===== src/rtl/xpmwrap_sdpram_stream_reader.sv =====
// xpmwrap_sdpram_stream_reader
// Read-side controller for port B of the common-clock simple dual-port RAM
// wrapper. Accepts read addresses on a valid/ready stream, drives
// addrb/enb/regceb, follows each read through the RAM's fixed pipeline and
// returns the data in request order through a small output FIFO.
//
// Requests are only accepted while a FIFO slot is guaranteed for the word.
// Because of that, the RAM pipeline never has to stall, and backpressure on
// the output can never drop a word.
module xpmwrap_sdpram_stream_reader #(
    parameter int ADDR_WIDTH   = 6,
    parameter int DATA_WIDTH   = 32,
    parameter int READ_LATENCY = 2,
    parameter int FIFO_DEPTH   = 4
) (
    input  logic                  clka,
    input  logic                  rstb,
    input  logic                  flush,
    input  logic                  req_valid,
    output logic                  req_ready,
    input  logic [ADDR_WIDTH-1:0] req_addr,
    output logic                  m_valid,
    input  logic                  m_ready,
    output logic [DATA_WIDTH-1:0] m_data,
    output logic [ADDR_WIDTH-1:0] ram_addrb,
    output logic                  ram_enb,
    output logic                  ram_regceb,
    input  logic [DATA_WIDTH-1:0] ram_doutb
);

    localparam int CW = $clog2(FIFO_DEPTH + 1);
    localparam int PW = $clog2(FIFO_DEPTH);

    logic [READ_LATENCY:1] v;
    logic [CW-1:0]         inflight;
    logic [CW-1:0]         fifo_count;
    logic [PW-1:0]         wr_ptr;
    logic [PW-1:0]         rd_ptr;
    logic [DATA_WIDTH-1:0] fifo_mem [FIFO_DEPTH];
    logic [CW:0]           credit_used;
    logic                  issue;
    logic                  land;
    logic                  push;
    logic                  pop;

    // A credit is the sum of reads still in the RAM pipe and words waiting
    // in the FIFO. Both terms are registered, so a pop only returns its
    // credit on the following cycle.
    assign credit_used = {1'b0, inflight} + {1'b0, fifo_count};
    assign req_ready   = !rstb && !flush && (credit_used < (CW+1)'(FIFO_DEPTH));
    assign issue       = req_valid && req_ready;

    assign ram_enb   = issue;
    assign ram_addrb = req_addr;

    // A word is on doutb in the cycle the valid tag reaches the end of the
    // pipe. During a flush it is dropped rather than written.
    assign land = v[READ_LATENCY];
    assign push = land && !flush;

    // The flush cycle hides the head word, so nothing can be popped then.
    assign m_valid = (fifo_count != '0) && !flush;
    assign m_data  = fifo_mem[rd_ptr];
    assign pop     = m_valid && m_ready;

    // regceb enables the RAM output register one cycle before the data is
    // due. With a single-cycle RAM there is no output register to enable.
    generate
        if (READ_LATENCY == 1) begin : g_rl1
            assign ram_regceb = !rstb;
        end else begin : g_rln
            assign ram_regceb = v[READ_LATENCY-1];
        end
    endgenerate

    // Valid tags that follow each issued read through the RAM pipeline.
    always_ff @(posedge clka or posedge rstb) begin
        if (rstb) begin
            v <= '0;
        end else if (flush) begin
            v <= '0;
        end else begin
            v[1] <= issue;
            for (int k = 2; k <= READ_LATENCY; k++) begin
                v[k] <= v[k-1];
            end
        end
    end

    // Number of reads in the pipe, which always equals the popcount of v.
    always_ff @(posedge clka or posedge rstb) begin
        if (rstb) begin
            inflight <= '0;
        end else if (flush) begin
            inflight <= '0;
        end else begin
            inflight <= inflight + CW'(issue) - CW'(land);
        end
    end

    // FIFO pointers and occupancy. The pointers wrap naturally because the
    // depth is a power of two.
    always_ff @(posedge clka or posedge rstb) begin
        if (rstb) begin
            wr_ptr     <= '0;
            rd_ptr     <= '0;
            fifo_count <= '0;
        end else if (flush) begin
            wr_ptr     <= '0;
            rd_ptr     <= '0;
            fifo_count <= '0;
        end else begin
            if (push) begin
                wr_ptr <= wr_ptr + PW'(1);
            end
            if (pop) begin
                rd_ptr <= rd_ptr + PW'(1);
            end
            fifo_count <= fifo_count + CW'(push) - CW'(pop);
        end
    end

    // FIFO storage. It has no reset because the contents are only read
    // while the count is non-zero.
    always_ff @(posedge clka) begin
        if (push) begin
            fifo_mem[wr_ptr] <= ram_doutb;
        end
    end

    // The credit check guarantees that a landing word always finds a free slot.
    a_no_push_when_full: assert property (
        @(posedge clka) disable iff (rstb)
        !(push && (fifo_count == CW'(FIFO_DEPTH)))
    );

endmodule


===== config.mk =====
export PLATFORM = sky130hd
export DESIGN_NAME = xpmwrap_sdpram_stream_reader
export DESIGN_NICKNAME = d
export VERILOG_FILES = /design/src/rtl/xpmwrap_sdpram_stream_reader.sv
export SDC_FILE = /design/constraint.sdc
export NUM_CORES = 1
export LEC_CHECK = 0
export ABC_AREA = 1
export CAP_MARGIN = 15
export CORE_MARGIN = 1.5
export CORE_UTILIZATION = 57
export DETAILED_ROUTE_END_ITERATION = 10
export PLACE_DENSITY_LB_ADDON = 0.05
export SYNTH_ARGS = -nofsm -noshare
export SYNTH_HDL_FRONTEND = slang
export SYNTH_SLANG_ARGS = --single-unit

===== constraint.sdc =====
create_clock -name clka -period 6.8 [get_ports clka]
set_clock_uncertainty 0.05 [all_clocks]
set_input_delay 1.02 -clock clka [delete_from_list [all_inputs] [get_ports clka]]
set_output_delay 1.02 -clock clka [all_outputs]
set_load 0.02 [all_outputs]

---- Word-level counts from Yosys, hierarchy flattened ----
Memory sizes are Yosys's and may differ from the RTL's.
Cells that the tools add are included.
cells by class
  add/subtract/negate cells ............... 7
  $lt $le $gt $ge ......................... 1
  muxes and demuxes ....................... 9
  reductions and logical operators ........ 11
operators with widths
  kind                   count
  $mux W2                5
  $add A3 B1 Y3          2
  $logic_and A1 B1 Y1    6
  $mux W3                2
  $sub A3 B1 Y3          2
  $add A2 B1 Y2 const B  2
  $add A3 B3 Y4          1
  $lt A4 B3 Y1 const B   1
  $reduce_bool A2 Y1     2
  $reduce_bool A3 Y1     1
  $logic_not A1 Y1       2
  $mux W1                2
word-level totals
  flip-flop bits (word level) ............. 12
  bits in writable memories ............... 128
  bits of input ports ..................... 43
  output and inout bits ................... 42
  memories ................................ 1
memories
  memory    depth  bits a word  rd ports  clocked after Yosys merged registers in  wr ports  RTL line  text
  fifo_mem  4      32           1         0                                        1         39        logic [DATA_WIDTH-1:0] fifo_mem [FIFO_DEPTH];

---- Depth between registers and ports, before layout ----
Gate-level depths: netlist (run 1).
  depth in word-level cells ............... 7
  mapped depth ............................ 12
  gate-level depth less buffers ........... 12

---- Worst setup path before layout (run 1) ----
OpenSTA, ideal clock, no wires.
  path type ............................... input-to-reg
  start ................................... input flush
  end ..................................... memory fifo_mem[0][0] (enable)
  library setup time ...................... 0.421 ns
  arrival ................................. 2.788 ns
  required time ........................... 6.329 ns
  slack ................................... 3.541 ns
  stages .................................. 4
  path buffers ............................ 1
  cell sequence ........................... buf_2 -> inv_2 -> nand2_1 -> nor2_1
between the ends
  longest elaborated chain between the ends .. 4
ends and longest elaborated chain
  element                        RTL line  text
  from (decl)                    18        input logic flush,
  $logic_not A1 Y1               59        assign push = land && !flush;
  $logic_and A1 B1 Y1            59
  $mux W1                        126       if (push) begin
  $mux W1 (not written as such)  127       fifo_mem[wr_ptr] <= ram_doutb;
  to (decl)                      39
No other way between the ends.

---- Worst setup path after layout (run 1) ----
  start ................................... register rd_ptr[0]
  end ..................................... output m_data[25]
between the ends
  longest elaborated chain between the ends .. 1
ends and longest elaborated chain
  element                 RTL line  text
  from (decl)             38        logic [PW-1:0] rd_ptr;
  from (signal assigned)  117       rd_ptr <= rd_ptr + PW'(1);
  $mem_v2 Z4 W32          --
  to (decl)               24        output logic [DATA_WIDTH-1:0] m_data,
No other way between the ends.

==> results of run 1 <==
worst register-to-register path, delay by kind of cell (launching register included):
family	cells	cell delay (ns)
flops	1	0.41
buf+inv	1	0.05
fa+ha+maj	3	0.86
simple gates	6	0.70
Yosys cell counts:
master	number
nor2_1	84
nor3b_1	2
buf_2	18
fa_1	2
xor2_1	2
inv_1	18
buf_4	8
nand3_1	4
o21ai_1	42
buf_6	1
inv_2	3
nand4_1	2
clkinv_1	1
edfxtp_1	128
nand2_1	16
a21oi_1	1
o21ai_0	23
o22ai_1	32
dfrtp_1	12
ha_1	10
registers in the layout, summed over array words and instances, names as in the netlist:
signal / flops
fifo_count: 3
fifo_mem: 128
inflight: 3
rd_ptr: 2
v: 2
wr_ptr: 2
how the worst min path moves through the flow:
| stage | start | cells after the start | to | slack [ns] |
|---|---|---|---|---|
| global placement | v[1] | 2 | v[2] | 0.42 |
| detailed placement | v[1] | 2 | v[2] | 0.44 |
| finish | v[1] | 2 | v[2] | 0.45 |
| floorplan | wr_ptr[1] | 2 | wr_ptr[1] | 0.44 |
| global route | v[1] | 2 | v[2] | 0.47 |
| CTS | v[1] | 2 | v[2] | 0.45 |
per-stage QoR:
step,instance area [sq um],power (mW),hold slack [ns],instances,utilization
after detailed placement,6290,1.55,0.438,585,0.674
after floorplan,5520,1.33,0.442,409,-
final,6950,2.54,0.446,617,0.745
after global placement,6290,1.54,0.418,585,0.674
after CTS,6930,2.54,0.452,616,0.743
after global routing,6950,2.64,0.473,617,0.745
area by class of cell:
class | instances | share of cell area
Timing Repair Buffer | 75 | 0.109
Sequential cell | 140 | 0.596
Clock buffer | 19 | 0.0607
Inverter | 22 | 0.0119
Multi-Input combinational cell | 220 | 0.168
Clock inverter | 12 | 0.0315
Tap cell | 129 | 0.0232
routing by layer:
metal	share of wire	GRT usage	routed length, um	vias up
met5	0	0	0	-
met4	0.0064	0.0844	68	0
met3	0.047	0.0573	499	8
met2	0.50	0.377	5360	114
met1	0.44	0.301	4700	1630
li1	-	-	-	1614
cells by family after synthesis:
family,after synthesis,share of synthesized area
compound gates,98,0.0960
xor+xnor,2,0.00317
fa+ha+maj,12,0.0299
simple gates,108,0.0766
buf+inv,49,0.0442
flops,140,0.750
power breakdown:
part | total (mW) | switching (mW) | internal (mW)
clock network | 0.997 | 0.330 | 0.666
registers | 0.972 | 0.0143 | 0.957
logic | 0.569 | 0.336 | 0.233
==> results.sh, run 1 <==
export IMPL_ys_warn_count=0
export IMPL_die_area_sq_um=10300
export IMPL_pin_count=85
export IMPL_hold_viol_final=0
export IMPL_rows=35
export IMPL_seq_area_frac_synth=0.750
export IMPL_wire_per_inst_um=17.2
export IMPL_cts_resized=0
export IMPL_cp_endpoint="m_data[25]"
export IMPL_min_period_ns=4.13
export IMPL_drive_gt1_frac=0.0820
export IMPL_crit_required_ns=5.73
export IMPL_power_density_nw_per_um2=365
export IMPL_route_final_wire_length_um=10600
export IMPL_vias=3366
export IMPL_final_max_slew_violation_count=0
export IMPL_grt_pass1_vias=3447
export IMPL_rsz0062_at_grt="no"
export IMPL_synth_top_area_cell="edfxtp_1"
export IMPL_syn_to_final_growth_pct=25.8
export IMPL_cts_hold_buf=0
export IMPL_synth_cells=409
export IMPL_critPathArrivalTime_ns=3.06
export IMPL_crit_start="rd_ptr[0]"
export IMPL_post_route_period_util=0.607
export IMPL_fin_ws_ns=2.67
export IMPL_route_detailed_drc=0
export IMPL_antenna_cells=0
export IMPL_irDropWorstVdd_mv=0.220
export IMPL_cts_clk_slew_worst_paths_ns=0.06
export IMPL_grt_max_degree=70
export IMPL_tritoncts="done"
export IMPL_gp_congestion=0.815
export IMPL_start_util=0.592
export IMPL_synth_area_top_cells="edfxtp_1 70%, nor2_1 5.7%, dfrtp_1 5.4%"
export IMPL_place_hpwl_um=5580
export IMPL_post_cts_buffers=0
export IMPL_worstSetupStartpointType="flip-flop"
export IMPL_syn_cell_area_sq_um=5520
export IMPL_num_fill_cells=610
export IMPL_cts_buffer_depth=2
export IMPL_critPathBufInv=4
export IMPL_h_tree_depth=4
export IMPL_max_stage_delay_ns=0.66
export IMPL_max_slew_worst_pin_slew_ns=1.11
export IMPL_grt_overflow=0
export IMPL_r2r_end="inflight[2]"
export IMPL_layout_common_cells="128 x edfxtp_1, 80 x nor2_1, 72 x clkdlybuf4s50_1, 42 x o21ai_1, 32 x o22ai_1"
export IMPL_avgSynthCellArea_sq_um=13.5
export IMPL_grtUsageTotal=0.229
export IMPL_critPathCaptureType="output port"
export IMPL_final_net_count=531
export IMPL_ant_nets=0
export IMPL_core_area_sq_um=9330
export IMPL_syn_nets=464
export IMPL_worst_r2r_cell_count=10
export IMPL_cts_root_buffer="clkbuf_8"
export IMPL_antenna_found_initial=0
export IMPL_final_common_cell="edfxtp_1"
export IMPL_path_delay_family="buffers and inverters"
export IMPL_multiInputGateArea_sq_um=1170
export IMPL_via_per_inst=5.46
export IMPL_hp_class="reg -> reg"
export IMPL_cap_viol_max_count=0
export IMPL_seq_area_sq_um=4150
export IMPL_clock_sinks=140
export IMPL_yosysTopAreaCellShare=0.696
export IMPL_cpMaxStageDelayCell="clkdlybuf4s50_1"
export IMPL_timing_fmax_mhz=242
export IMPL_die_h_um=101
export IMPL_r2r_slack_ns=4.66
export IMPL_critical_path_cell_chain="buf_4, inv_2, buf_12, o21ai_1, o22ai_1, clkdlybuf4s50_1"
export IMPL_setup_viol=0
export IMPL_numCtsBuffers=17
export IMPL_port_buffers=72
export IMPL_grt_first_pass_wirelength_um=17200
export IMPL_setup_tns_ns=0
export IMPL_p_leak_nw=2.47
export IMPL_cp_max_fo=69
export IMPL_drt_first_iter_violations=157
export IMPL_die_x_um=101
export IMPL_path_depth=6
export IMPL_rr_startpoint="fifo_count[2]"
export IMPL_critical_path_class="reg -> out"
export IMPL_post_place_ws_ns=2.77
export IMPL_status="complete, no violations"
export IMPL_synth_seq_cells=140
export IMPL_synthDistinctLibCells=20
export IMPL_first_pass_iters=4
export IMPL_clock_latency_ns=0.51
export IMPL_slew_headroom=0.260
(Power assumes the default switching activity.)
==> run 2, diff against run 1 <==
--- a/config.mk
+++ b/config.mk
@@ -8,7 +8,7 @@
 export ABC_AREA = 1
 export CAP_MARGIN = 15
 export CORE_MARGIN = 1.5
-export CORE_UTILIZATION = 57
+export CORE_UTILIZATION = 53
 export DETAILED_ROUTE_END_ITERATION = 10
 export PLACE_DENSITY_LB_ADDON = 0.05
 export SYNTH_ARGS = -nofsm -noshare
==> constraint.sdc (replaced) <==
create_clock -name clka -period 3.91 [get_ports clka]
set_clock_uncertainty 0.05 [all_clocks]
set_input_delay 0.5865 -clock clka [delete_from_list [all_inputs] [get_ports clka]]
set_output_delay 0.5865 -clock clka [all_outputs]
set_load 0.02 [all_outputs]
==> run 2 against run 1 <==
Effect of this change:
- cell count grew 2.4%
- sequential share of layout area down 0.086 points
- core utilization shrank 6.5 points
- critical endpoint is now m_data[31]
- count of clock-buffer cells in the layout unchanged
- non-clock buffer count rose by 7
- clock power rose by 57%
- sequential power grew 77%
- critical path depth decreased by 1
- register-to-register slack worse by 2.9 ns
- global-route usage shrank 2.8 points
- cell area rose by 0.14%
- hold slack lost 0.13 ns
==> results.sh, run 2 (synthesized netlist as in run 1, its figures left out) <==
export IMPL_rr_startpoint="fifo_count[1]"
export IMPL_post_cts_buffers=0
export IMPL_post_route_period_util=0.901
export IMPL_vias=3366
export IMPL_ant_nets=0
export IMPL_grt_first_pass_wirelength_um=16700
export IMPL_first_pass_iters=4
export IMPL_grt_max_degree=39
export IMPL_setup_viol=0
export IMPL_grt_pass1_vias=3307
export IMPL_rsz0062_at_grt="no"
export IMPL_h_tree_depth=4
export IMPL_critical_path_class="reg -> out"
export IMPL_final_common_cell="edfxtp_1"
export IMPL_layout_common_cells="128 x edfxtp_1, 80 x nor2_1, 72 x clkdlybuf4s50_1, 42 x o21ai_1, 32 x o22ai_1"
export IMPL_status="complete, no violations"
export IMPL_largest_register="fifo_mem"
export IMPL_r2r_slack_ns=1.80
export IMPL_cap_viol_max_count=0
export IMPL_drt_first_iter_violations=149
export IMPL_cts_hold_buf=0
export IMPL_cts_clk_slew_worst_paths_ns=0.06
export IMPL_numCtsBuffers=17
export IMPL_cp_max_fo=38
export IMPL_die_area_sq_um=11000
export IMPL_gp_congestion=0.763
export IMPL_die_h_um=105
export IMPL_start_util=0.540
export IMPL_irDropWorstVdd_mv=0.393
export IMPL_grt_overflow=0
export IMPL_tritoncts="done"
export IMPL_r2r_end="fifo_count[2]"
export IMPL_power_density_nw_per_um2=610
export IMPL_timing_fmax_mhz=284
export IMPL_post_place_ws_ns=0.836
export IMPL_fin_total_pwr_mw=4.25
export IMPL_use_met1=0.266
export IMPL_utilization=0.680
export IMPL_clock_sinks=140
export IMPL_port_buffers=72
export IMPL_hp_class="in -> async"
export IMPL_worst_r2r_cell_count=12
export IMPL_hold_viol_final=0
export IMPL_route_final_wire_length_um=10500
export IMPL_via_per_inst=5.33
export IMPL_met3_usage=0.0443
export IMPL_drive_gt1_frac=0.0968
export IMPL_die_x_um=105
export IMPL_path_delay_family="buffers and inverters"
export IMPL_p_leak_nw=2.47
export IMPL_slew_headroom=0.544
export IMPL_top_usage_layer="met2"
export IMPL_path_depth=5
export IMPL_max_stage_delay_ns=0.65
export IMPL_place_hpwl_um=6180
export IMPL_cts_buffer_depth=2
export IMPL_critical_path_cell_chain="inv_2, buf_12, o21ai_0, o22ai_1, clkdlybuf4s50_1"
export IMPL_rows=37
export IMPL_clock_latency_ns=0.51
export IMPL_largest_reg_flops=128
export IMPL_stdcell_area_sq_um=6960
export IMPL_min_period_ns=3.52
export IMPL_core_area_sq_um=10200
export IMPL_grtUsageTotal=0.202
export IMPL_crit_required_ns=3.27
export IMPL_syn_to_final_growth_pct=26.0
export IMPL_cts_resized=0
export IMPL_cts_root_buffer="clkbuf_8"
export IMPL_worstSetupStartpointType="flip-flop"
export IMPL_met2_usage=0.325
export IMPL_placed_area_sq_um=6370
export IMPL_final_max_slew_violation_count=0
export IMPL_max_slew_worst_pin_slew_ns=0.682
export IMPL_wire_per_inst_um=16.7
export IMPL_antenna_cells=0
export IMPL_fin_ws_ns=0.387
export IMPL_antenna_found_initial=0
export IMPL_critPathCaptureType="output port"
export IMPL_cpMaxStageDelayCell="clkdlybuf4s50_1"
export IMPL_setup_tns_ns=0
export IMPL_critPathArrivalTime_ns=2.89
export IMPL_critPathBufInv=3
export IMPL_final_net_count=538
export IMPL_pin_count=85
export IMPL_route_detailed_drc=0
export IMPL_reg_top3="fifo_mem: 128 flops, fifo_count: 3 flops, inflight: 3 flops"
-- run 2: changes by cell type in the layout (fill, tap and decap cells not counted) --
cell | previous run | this run
bufinv_16 | 6 | 3
inv_6 | 1 | 2
clkinvlp_4 | 2 | 5
clkinv_4 | 0 | 2
buf_4 | 2 | 9
clkinv_2 | 3 | 1
-- run 2: worst register-to-register path, stage by stage (launching register included) --
cell and delay, ns:
dfrtp_1 0.45, nor2_1 0.17, nand2_1 0.11, nand3_1 0.12, inv_1 0.06, ha_1 0.28, inv_1 0.06, ha_1 0.12
inv_1 0.04, fa_1 0.37, nand2_1 0.09, nand2_1 0.05, nor2_1 0.08
-- run 2: how the worst max path moves through the flow --
| stage | from | endpoint | slack (ns) |
|---|---|---|---|
| 6_report | rd_ptr[0] | m_data[31] | 0.39 |
| 5_1_grt | rd_ptr[0] | m_data[31] | 0.21 |
| 4_1_cts | rd_ptr[0] | m_data[31] | 0.38 |
| 3_5_place_dp | flush | fifo_count[2] | 0.84 |
| 3_3_place_gp | flush | fifo_count[2] | 0.94 |
| 2_1_floorplan | flush | fifo_mem[0][0] | 1.08 |
-- run 2: through the flow --
step	hold slack, ns	cells
floorplan	0.409	409
global placement	0.417	600
detailed placement	0.434	600
CTS	0.311	632
global route	0.329	632
finish	0.317	632
-- run 2: metal layers --
metal	wire, um	vias to the layer above	part of all wire
met1	4660	1633	0.44
met2	5290	93	0.50
met3	434	15	0.041
met5	0	-	0
met4	146	0	0.014
li1	-	1625	-
-- run 2: power by group --
part           switching (mW)  internal, mW
Combinational           0.545         0.405
Sequential             0.0608          1.66
Clock                   0.599         0.975
Total                    1.20          3.04
-- run 2: final cells by class --
cell class / count / area (sq um)
Timing Repair Buffer: 82 / 808
Inverter: 22 / 82.6
Sequential cell: 140 / 4150
Clock buffer: 19 / 422
Clock inverter: 13 / 168
Fill cell: 737 / 3270
Tap cell: 136 / 170
Multi-Input combinational cell: 220 / 1170
